==> src/rtl/ex_mult_pool_pkg.sv <==
// Shared types for the execute-stage multiplier pool.
//   XLEN               datapath width
//   MULT_TAG_W         destination-tag width carried in the completion packet
//   MULT_UNIT_W        unit-index width carried in the completion packet
//   mult_func_t        MUL / MULH / MULHSU / MULHU
//   unit_state_t       per-unit FSM state
//   mult_done_packet_t {result, tag, unit} presented on the completion port
package ex_mult_pool_pkg;

   localparam int unsigned XLEN        = 32;
   localparam int unsigned MULT_TAG_W  = 5;
   localparam int unsigned MULT_UNIT_W = 4;

   typedef enum logic [1:0] {
      MULT_MUL    = 2'd0,
      MULT_MULH   = 2'd1,
      MULT_MULHSU = 2'd2,
      MULT_MULHU  = 2'd3
   } mult_func_t;

   typedef enum logic [1:0] {
      UNIT_IDLE = 2'd0,
      UNIT_BUSY = 2'd1,
      UNIT_DONE = 2'd2
   } unit_state_t;

   typedef struct packed {
      logic [XLEN-1:0]        result;
      logic [MULT_TAG_W-1:0]  tag;
      logic [MULT_UNIT_W-1:0] unit;
   } mult_done_packet_t;

   // rs1 is treated as signed for every function except MULHU
   function automatic logic opa_is_signed(input mult_func_t f);
      return (f != MULT_MULHU);
   endfunction

   // rs2 is treated as signed only for MUL and MULH
   function automatic logic opb_is_signed(input mult_func_t f);
      return (f == MULT_MUL) || (f == MULT_MULH);
   endfunction

endpackage

==> src/rtl/ex_mult_pool_mult_pipe_unit.sv <==
// One pipelined multiplier unit: IDLE -> BUSY (STAGES partial-product steps) -> DONE,
// holding its result until the completion port accepts it.
//   clock, reset  clock and synchronous active-high reset
//   flush         return to IDLE immediately, discarding the op
//   start         accept an op (only acted on in IDLE)
//   func/opa/opb/tag_in  op payload
//   accept        result taken by the completion port this cycle
//   idle, done    decoded FSM state
//   result, tag   held result and tag of the finished op
module mult_pipe_unit
   import ex_mult_pool_pkg::*;
#(
   parameter int unsigned STAGES = 4,
   parameter int unsigned TAG_W  = MULT_TAG_W
) (
   input  logic             clock,
   input  logic             reset,
   input  logic             flush,
   input  logic             start,
   input  mult_func_t       func,
   input  logic [XLEN-1:0]  opa,
   input  logic [XLEN-1:0]  opb,
   input  logic [TAG_W-1:0] tag_in,
   input  logic             accept,
   output logic             idle,
   output logic             done,
   output logic [XLEN-1:0]  result,
   output logic [TAG_W-1:0] tag
);

   localparam int unsigned CHUNK = XLEN / STAGES;
   localparam int unsigned PW    = 2 * XLEN + 2;
   localparam int unsigned CNT_W = (STAGES > 1) ? $clog2(STAGES) : 1;
   localparam int unsigned SH_W  = $clog2(XLEN + 1);

   unit_state_t      state_q;
   logic [CNT_W-1:0] cnt_q;
   logic [XLEN:0]    a_q;
   logic [XLEN:0]    b_q;
   logic [PW-1:0]    acc_q;
   mult_func_t       func_q;
   logic [XLEN-1:0]  result_q;
   logic [TAG_W-1:0] tag_q;

   logic             last;
   logic [SH_W-1:0]  shamt;
   logic [CHUNK-1:0] chunk;
   logic [PW-1:0]    a_ext;
   logic [PW-1:0]    pp;
   logic [PW-1:0]    corr;
   logic [PW-1:0]    acc_next;
   logic [XLEN-1:0]  res_next;

   // One CHUNK-bit slice of rs2 per stage; the extended sign bit of rs2 carries weight
   // -2^XLEN, so it is folded in as a subtraction on the final stage.
   always_comb begin
      last     = (cnt_q == CNT_W'(STAGES - 1));
      shamt    = SH_W'(cnt_q) * SH_W'(CHUNK);
      chunk    = b_q[shamt +: CHUNK];
      a_ext    = {{(PW - XLEN - 1){a_q[XLEN]}}, a_q};
      pp       = (a_ext * PW'(chunk)) << shamt;
      corr     = (last && b_q[XLEN]) ? (a_ext << XLEN) : '0;
      acc_next = acc_q + pp - corr;
      res_next = (func_q == MULT_MUL) ? acc_next[XLEN-1:0] : acc_next[2*XLEN-1:XLEN];
   end

   // Unit FSM with stage counter and datapath registers
   always_ff @(posedge clock) begin
      if (reset) begin
         state_q  <= UNIT_IDLE;
         cnt_q    <= '0;
         a_q      <= '0;
         b_q      <= '0;
         acc_q    <= '0;
         func_q   <= MULT_MUL;
         result_q <= '0;
         tag_q    <= '0;
      end else if (flush) begin
         state_q <= UNIT_IDLE;
         cnt_q   <= '0;
      end else begin
         case (state_q)
            UNIT_IDLE: begin
               if (start) begin
                  state_q <= UNIT_BUSY;
                  cnt_q   <= '0;
                  a_q     <= {opa_is_signed(func) & opa[XLEN-1], opa};
                  b_q     <= {opb_is_signed(func) & opb[XLEN-1], opb};
                  acc_q   <= '0;
                  func_q  <= func;
                  tag_q   <= tag_in;
               end
            end
            UNIT_BUSY: begin
               acc_q <= acc_next;
               cnt_q <= cnt_q + CNT_W'(1);
               if (last) begin
                  state_q  <= UNIT_DONE;
                  result_q <= res_next;
               end
            end
            UNIT_DONE: begin
               if (accept) state_q <= UNIT_IDLE;
            end
            default: state_q <= UNIT_IDLE;
         endcase
      end
   end

   assign idle   = (state_q == UNIT_IDLE);
   assign done   = (state_q == UNIT_DONE);
   assign result = result_q;
   assign tag    = tag_q;

endmodule

==> src/rtl/ex_mult_pool.sv <==
// Pool of NUM_UNITS pipelined RV32M multipliers with a round-robin valid/ready completion port.
// Optional feature macro: MULT_SQUASH_EN adds the squash port (flush all in-flight ops).
//   clock, reset       clock and synchronous active-high reset
//   issue_*            op issue to unit issue_index (ignored if that unit is not free)
//   free               bit i set when unit i is idle
//   done_valid/ready   completion handshake
//   done_packet        {result, tag, unit} of the granted unit, zero when nothing is done
//   squash             (MULT_SQUASH_EN) return every unit to idle
module ex_mult_pool
   import ex_mult_pool_pkg::*;
#(
   parameter  int unsigned NUM_UNITS = 2,
   parameter  int unsigned STAGES    = 4,
   parameter  int unsigned TAG_W     = MULT_TAG_W,
   localparam int unsigned IDX_W     = (NUM_UNITS > 1) ? $clog2(NUM_UNITS) : 1
) (
   input  logic              clock,
   input  logic              reset,
   input  logic              issue_valid,
   input  logic [IDX_W-1:0]  issue_index,
   input  mult_func_t        issue_func,
   input  logic [XLEN-1:0]   issue_opa,
   input  logic [XLEN-1:0]   issue_opb,
   input  logic [TAG_W-1:0]  issue_tag,
   output logic [NUM_UNITS-1:0] free,
   output logic              done_valid,
   input  logic              done_ready,
   output mult_done_packet_t done_packet
`ifdef MULT_SQUASH_EN
   ,
   input  logic              squash
`endif
);

   logic                 flush;
   logic [NUM_UNITS-1:0] done_vec;
   logic [XLEN-1:0]      unit_result [NUM_UNITS];
   logic [TAG_W-1:0]     unit_tag    [NUM_UNITS];

   logic [IDX_W-1:0]     ptr_q;
   logic                 lock_q;
   logic [IDX_W-1:0]     lock_idx_q;
   logic [IDX_W-1:0]     pick;
   logic [IDX_W-1:0]     cand;
   logic                 found;
   logic [IDX_W-1:0]     grant;

`ifdef MULT_SQUASH_EN
   assign flush = squash;
`else
   assign flush = 1'b0;
`endif

   // Multiplier units; an issue to a unit that is not idle never reaches it
   for (genvar i = 0; i < NUM_UNITS; i++) begin : g_unit
      mult_pipe_unit #(
         .STAGES (STAGES),
         .TAG_W  (TAG_W)
      ) u_unit (
         .clock  (clock),
         .reset  (reset),
         .flush  (flush),
         .start  (issue_valid && !flush && (issue_index == IDX_W'(i))),
         .func   (issue_func),
         .opa    (issue_opa),
         .opb    (issue_opb),
         .tag_in (issue_tag),
         .accept (done_valid && done_ready && (grant == IDX_W'(i))),
         .idle   (free[i]),
         .done   (done_vec[i]),
         .result (unit_result[i]),
         .tag    (unit_tag[i])
      );
   end

   // Round-robin pick starting after the last accepted unit; a stalled grant stays locked
   always_comb begin
      pick  = ptr_q;
      cand  = '0;
      found = 1'b0;
      for (int unsigned k = 1; k <= NUM_UNITS; k++) begin
         cand = IDX_W'((32'(ptr_q) + k) % NUM_UNITS);
         if (!found && done_vec[cand]) begin
            pick  = cand;
            found = 1'b1;
         end
      end
      grant = lock_q ? lock_idx_q : pick;
   end

   assign done_valid = |done_vec;

   // Output mux of the granted unit
   always_comb begin
      done_packet = '0;
      if (done_valid) begin
         done_packet.result = unit_result[grant];
         done_packet.tag    = MULT_TAG_W'(unit_tag[grant]);
         done_packet.unit   = MULT_UNIT_W'(grant);
      end
   end

   // Arbiter pointer and grant lock; squash clears the lock but keeps the pointer
   always_ff @(posedge clock) begin
      if (reset) begin
         ptr_q      <= '0;
         lock_q     <= 1'b0;
         lock_idx_q <= '0;
      end else if (flush) begin
         lock_q <= 1'b0;
      end else begin
         lock_q     <= done_valid && !done_ready;
         lock_idx_q <= grant;
         if (done_valid && done_ready) ptr_q <= grant;
      end
   end

   // Issuing to an occupied unit is a scheduler bug upstream
   always_ff @(posedge clock) begin
      if (!reset && !flush && issue_valid && (32'(issue_index) < NUM_UNITS)) begin
         assert (free[issue_index])
         else $warning("ex_mult_pool: issue to occupied unit %0d ignored", issue_index);
      end
   end

endmodule

==> config.mk <==
export PLATFORM = sky130hd
export DESIGN_NAME = ex_mult_pool
export DESIGN_NICKNAME = d
export VERILOG_FILES = /design/src/rtl/ex_mult_pool_pkg.sv /design/src/rtl/ex_mult_pool_mult_pipe_unit.sv /design/src/rtl/ex_mult_pool.sv
export SDC_FILE = /design/constraint.sdc
export NUM_CORES = 2
export LEC_CHECK = 0
export ABC_AREA = 1
export BUFFER_PORTS_ARGS = -buffer_cell sky130_fd_sc_hd__buf_4
export CORE_ASPECT_RATIO = 1.5
export CORE_UTILIZATION = 57
export CTS_CLUSTER_DIAMETER = 30
export DETAILED_ROUTE_END_ITERATION = 12
export PLACE_DENSITY = 0.74
export SLEW_MARGIN = 20
export SYNTH_ARGS = -nofsm -noshare
export SYNTH_HDL_FRONTEND = slang
export SYNTH_SLANG_ARGS = --single-unit
==> constraint.sdc <==
create_clock -name clock -period 12.14 [get_ports clock]
set_input_delay 2.428 -clock clock [delete_from_list [all_inputs] [get_ports clock]]
set_output_delay 2.428 -clock clock [all_outputs]
set_load 0.05 [all_outputs]
==> run metrics <==
Placer Congestion=1.19; Total GRT Usage=0.487; CTS H-tree lvls=3; Power Dens Cells=268 mW/mm2; Worst Max-Slew Pin Slew=1120 ps; initial antenna violation count=12; Setup TNS=0 ps; CTS sink count=349; CTS root buf=clkbuf_16; DR vias=48200; CP max stage delay=860 ps; Fmax achieved=93.4 MHz; final setup vio count=0; Hold Vio Cnt, Final=0; dpl cells=7891; pin count of the biggest net entering global routing=122; run status=finished clean; Post-Synthesis Cell Area=0.0462 mm2; P&R area growth vs syn=9.64%; Crit path arrival time=11210 ps; Die H=351 um; Detailed Routing Iterations Pass 1=8; Placement Rows=127; max_cap viols=0; Ports=120; Post-synth EDFFs=0; Non-Filler Instances=8038; postcts setup bufs=0; clock-pin slew on the worst setup and hold paths=50 ps; clock skew=39.9 ps; Avg Inst Size Synth=6.67 um2; Final Slew Violations=0; Setup WS post-layout=1430 ps; via/cell ratio=5.99; DIE WIDTH=235 um; Main synth FF type=dfxtp_1; vias in the first global route=48400; total CTS buffers=77; Slew HR=0.250; RSZ-0062 raised after global routing=false; initial core utilization=0.577; Placement Setup Slack=2070 ps; Synth Register Bits=349; final net count=7843; register area share after synthesis=0.151; final antenna-violating net count=0; CP most frequent cell=nand2_1; die area=0.0823 mm2; critical path type=reg2reg; startpoint types=register; Critical Path Fanout Max=54; fin crit share=0.882; 1st-iter DRT viols=5078; CTS resizes=0; worst path required time=12640 ps; clock insertion delay at the later pin of the skew report=680 ps; layout cells sized above 1=0.0616; Final Critical Period=10710 ps; total power=13.6 mW; Core ar.=0.0801 mm2; Distinct cells, synth=61; highest-delay cell along the critical path=a21oi_1; final WL=198000 um; worst hold path type=reg2reg; VDD IR max=336 uV; grt total ovfl=0; CP endpoint kind=register; HPWL Detailed=159000 um; drt wl/cell=24.7 um; YS warnings=0; I/O Buffers=116; Leak=25.0 nW; Mapped Cells=6930; hold-fix buffers at CTS=0; asr flop ratio synth=0; clock buffer depth=3; first-pass GRT wire length=294000 um; placed cell area=0.0479 mm2; drt drc=0; Finished Cell Area=0.0507 mm2; CTS tree=built
[routing by layer]
layer	wire, um	track usage	up-vias
met3	20300	0.133	1046
met4	25400	0.507	12
met1	65300	0.512	22400
li1	-	-	21700
met5	77	0	-
met2	87300	0.761	3012
[power by group]
part           leakage [nW]  internal (mW)  switching, mW
clock network          1.31           1.45          0.804
logic                  20.8           2.80           7.05
registers              2.85           1.32          0.159
[metrics by stage]
step | utilization | hold slack, ps
2_1_floorplan | - | 441
3_3_place_gp | 0.598 | 448
3_5_place_dp | 0.598 | 453
4_1_cts | 0.633 | 460
5_1_grt | 0.633 | 470
6_report | 0.633 | 457
[state kept, by name (all words and copies together), names as in the netlist]
name,cells
g_unit.u_unit.a_q,66
g_unit.u_unit.acc_q,128
g_unit.u_unit.b_q,66
g_unit.u_unit.cnt_q,4
g_unit.u_unit.func_q,4
g_unit.u_unit.result,64
g_unit.u_unit.state_q,4
g_unit.u_unit.tag,10
lock_idx_q,1
lock_q,1
ptr_q,1
[worst max-delay path, delay by kind of cell, from the launching register on]
kind	cells	cell delay (ps)
buffers and inverters	9	1450
flip-flops	1	320
AND/OR/NAND/NOR	15	3170
AO/OA/AOI/OAI	6	1900
adder cells (fa/ha/maj)	7	3480
XOR/XNOR	1	200
[logic make-up after synthesis]
| group | synth area share |
|---|---|
| compound gates | 0.152 |
| other cells | 0.0000811 |
| fa+ha+maj | 0.300 |
| flops | 0.151 |
| xor+xnor | 0.0242 |
| mux | 0.00173 |
| buf+inv | 0.125 |
| simple gates | 0.245 |
[final timing paths]
check,startpoint,endpoint,cells after the start,slack (ps)
worst min register to register,g_unit[1].u_unit.result[13],g_unit[1].u_unit.result[13],2,460
worst max register to register,g_unit[1].u_unit.cnt_q[1],g_unit[1].u_unit.result[30],38,1430
worst min-delay path,g_unit[1].u_unit.result[13],g_unit[1].u_unit.result[13],2,460
worst max-delay path,g_unit[1].u_unit.cnt_q[1],g_unit[1].u_unit.result[30],38,1430
[layout by cell type (no fill, tap or decap), types with 26 or more instances in the layout]
cell / instances
nand4_1: 26
o21bai_1: 49
dfxtp_1: 345
fa_1: 470
o21ai_1: 37
clkbuf_16: 78
buf_4: 165
a21oi_1: 531
ha_1: 358
nand3_1: 224
nand2_1: 1529
xor2_1: 83
a21o_1: 41
o21ai_0: 426
xnor2_1: 45
inv_1: 1267
a31oi_1: 68
nor3_1: 33
nor2_1: 902
[final cells by class]
class / instances / area (um2)
antenna: 7 / 17.5
clock buffer: 92 / 2110
clock inverter: 47 / 647
fill: 7258 / 29400
inverter: 1292 / 4850
multi-input combinational: 5053 / 33500
sequential: 349 / 6990
tap: 1032 / 1290
timing repair buffer: 166 / 1250
[synth_stat cells, drive strengths merged (34+ instances only)]
| cell | count | area share |
|---|---|---|
| a21o | 41 | 0.0067 |
| a21oi | 545 | 0.061 |
| a31oi | 68 | 0.0092 |
| buf | 44 | 0.0044 |
| clkbuf | 194 | 0.016 |
| dfxtp | 349 | 0.15 |
| fa | 470 | 0.20 |
| ha | 358 | 0.097 |
| inv | 1284 | 0.10 |
| nand2 | 1554 | 0.13 |
| nand3 | 238 | 0.027 |
| nor2 | 913 | 0.075 |
| nor3 | 34 | 0.0038 |
| o21ai | 473 | 0.052 |
| o21bai | 53 | 0.0091 |
| xnor2 | 45 | 0.0085 |
| xor2 | 83 | 0.016 |
Note: power is estimated with default switching activity, not from simulation.
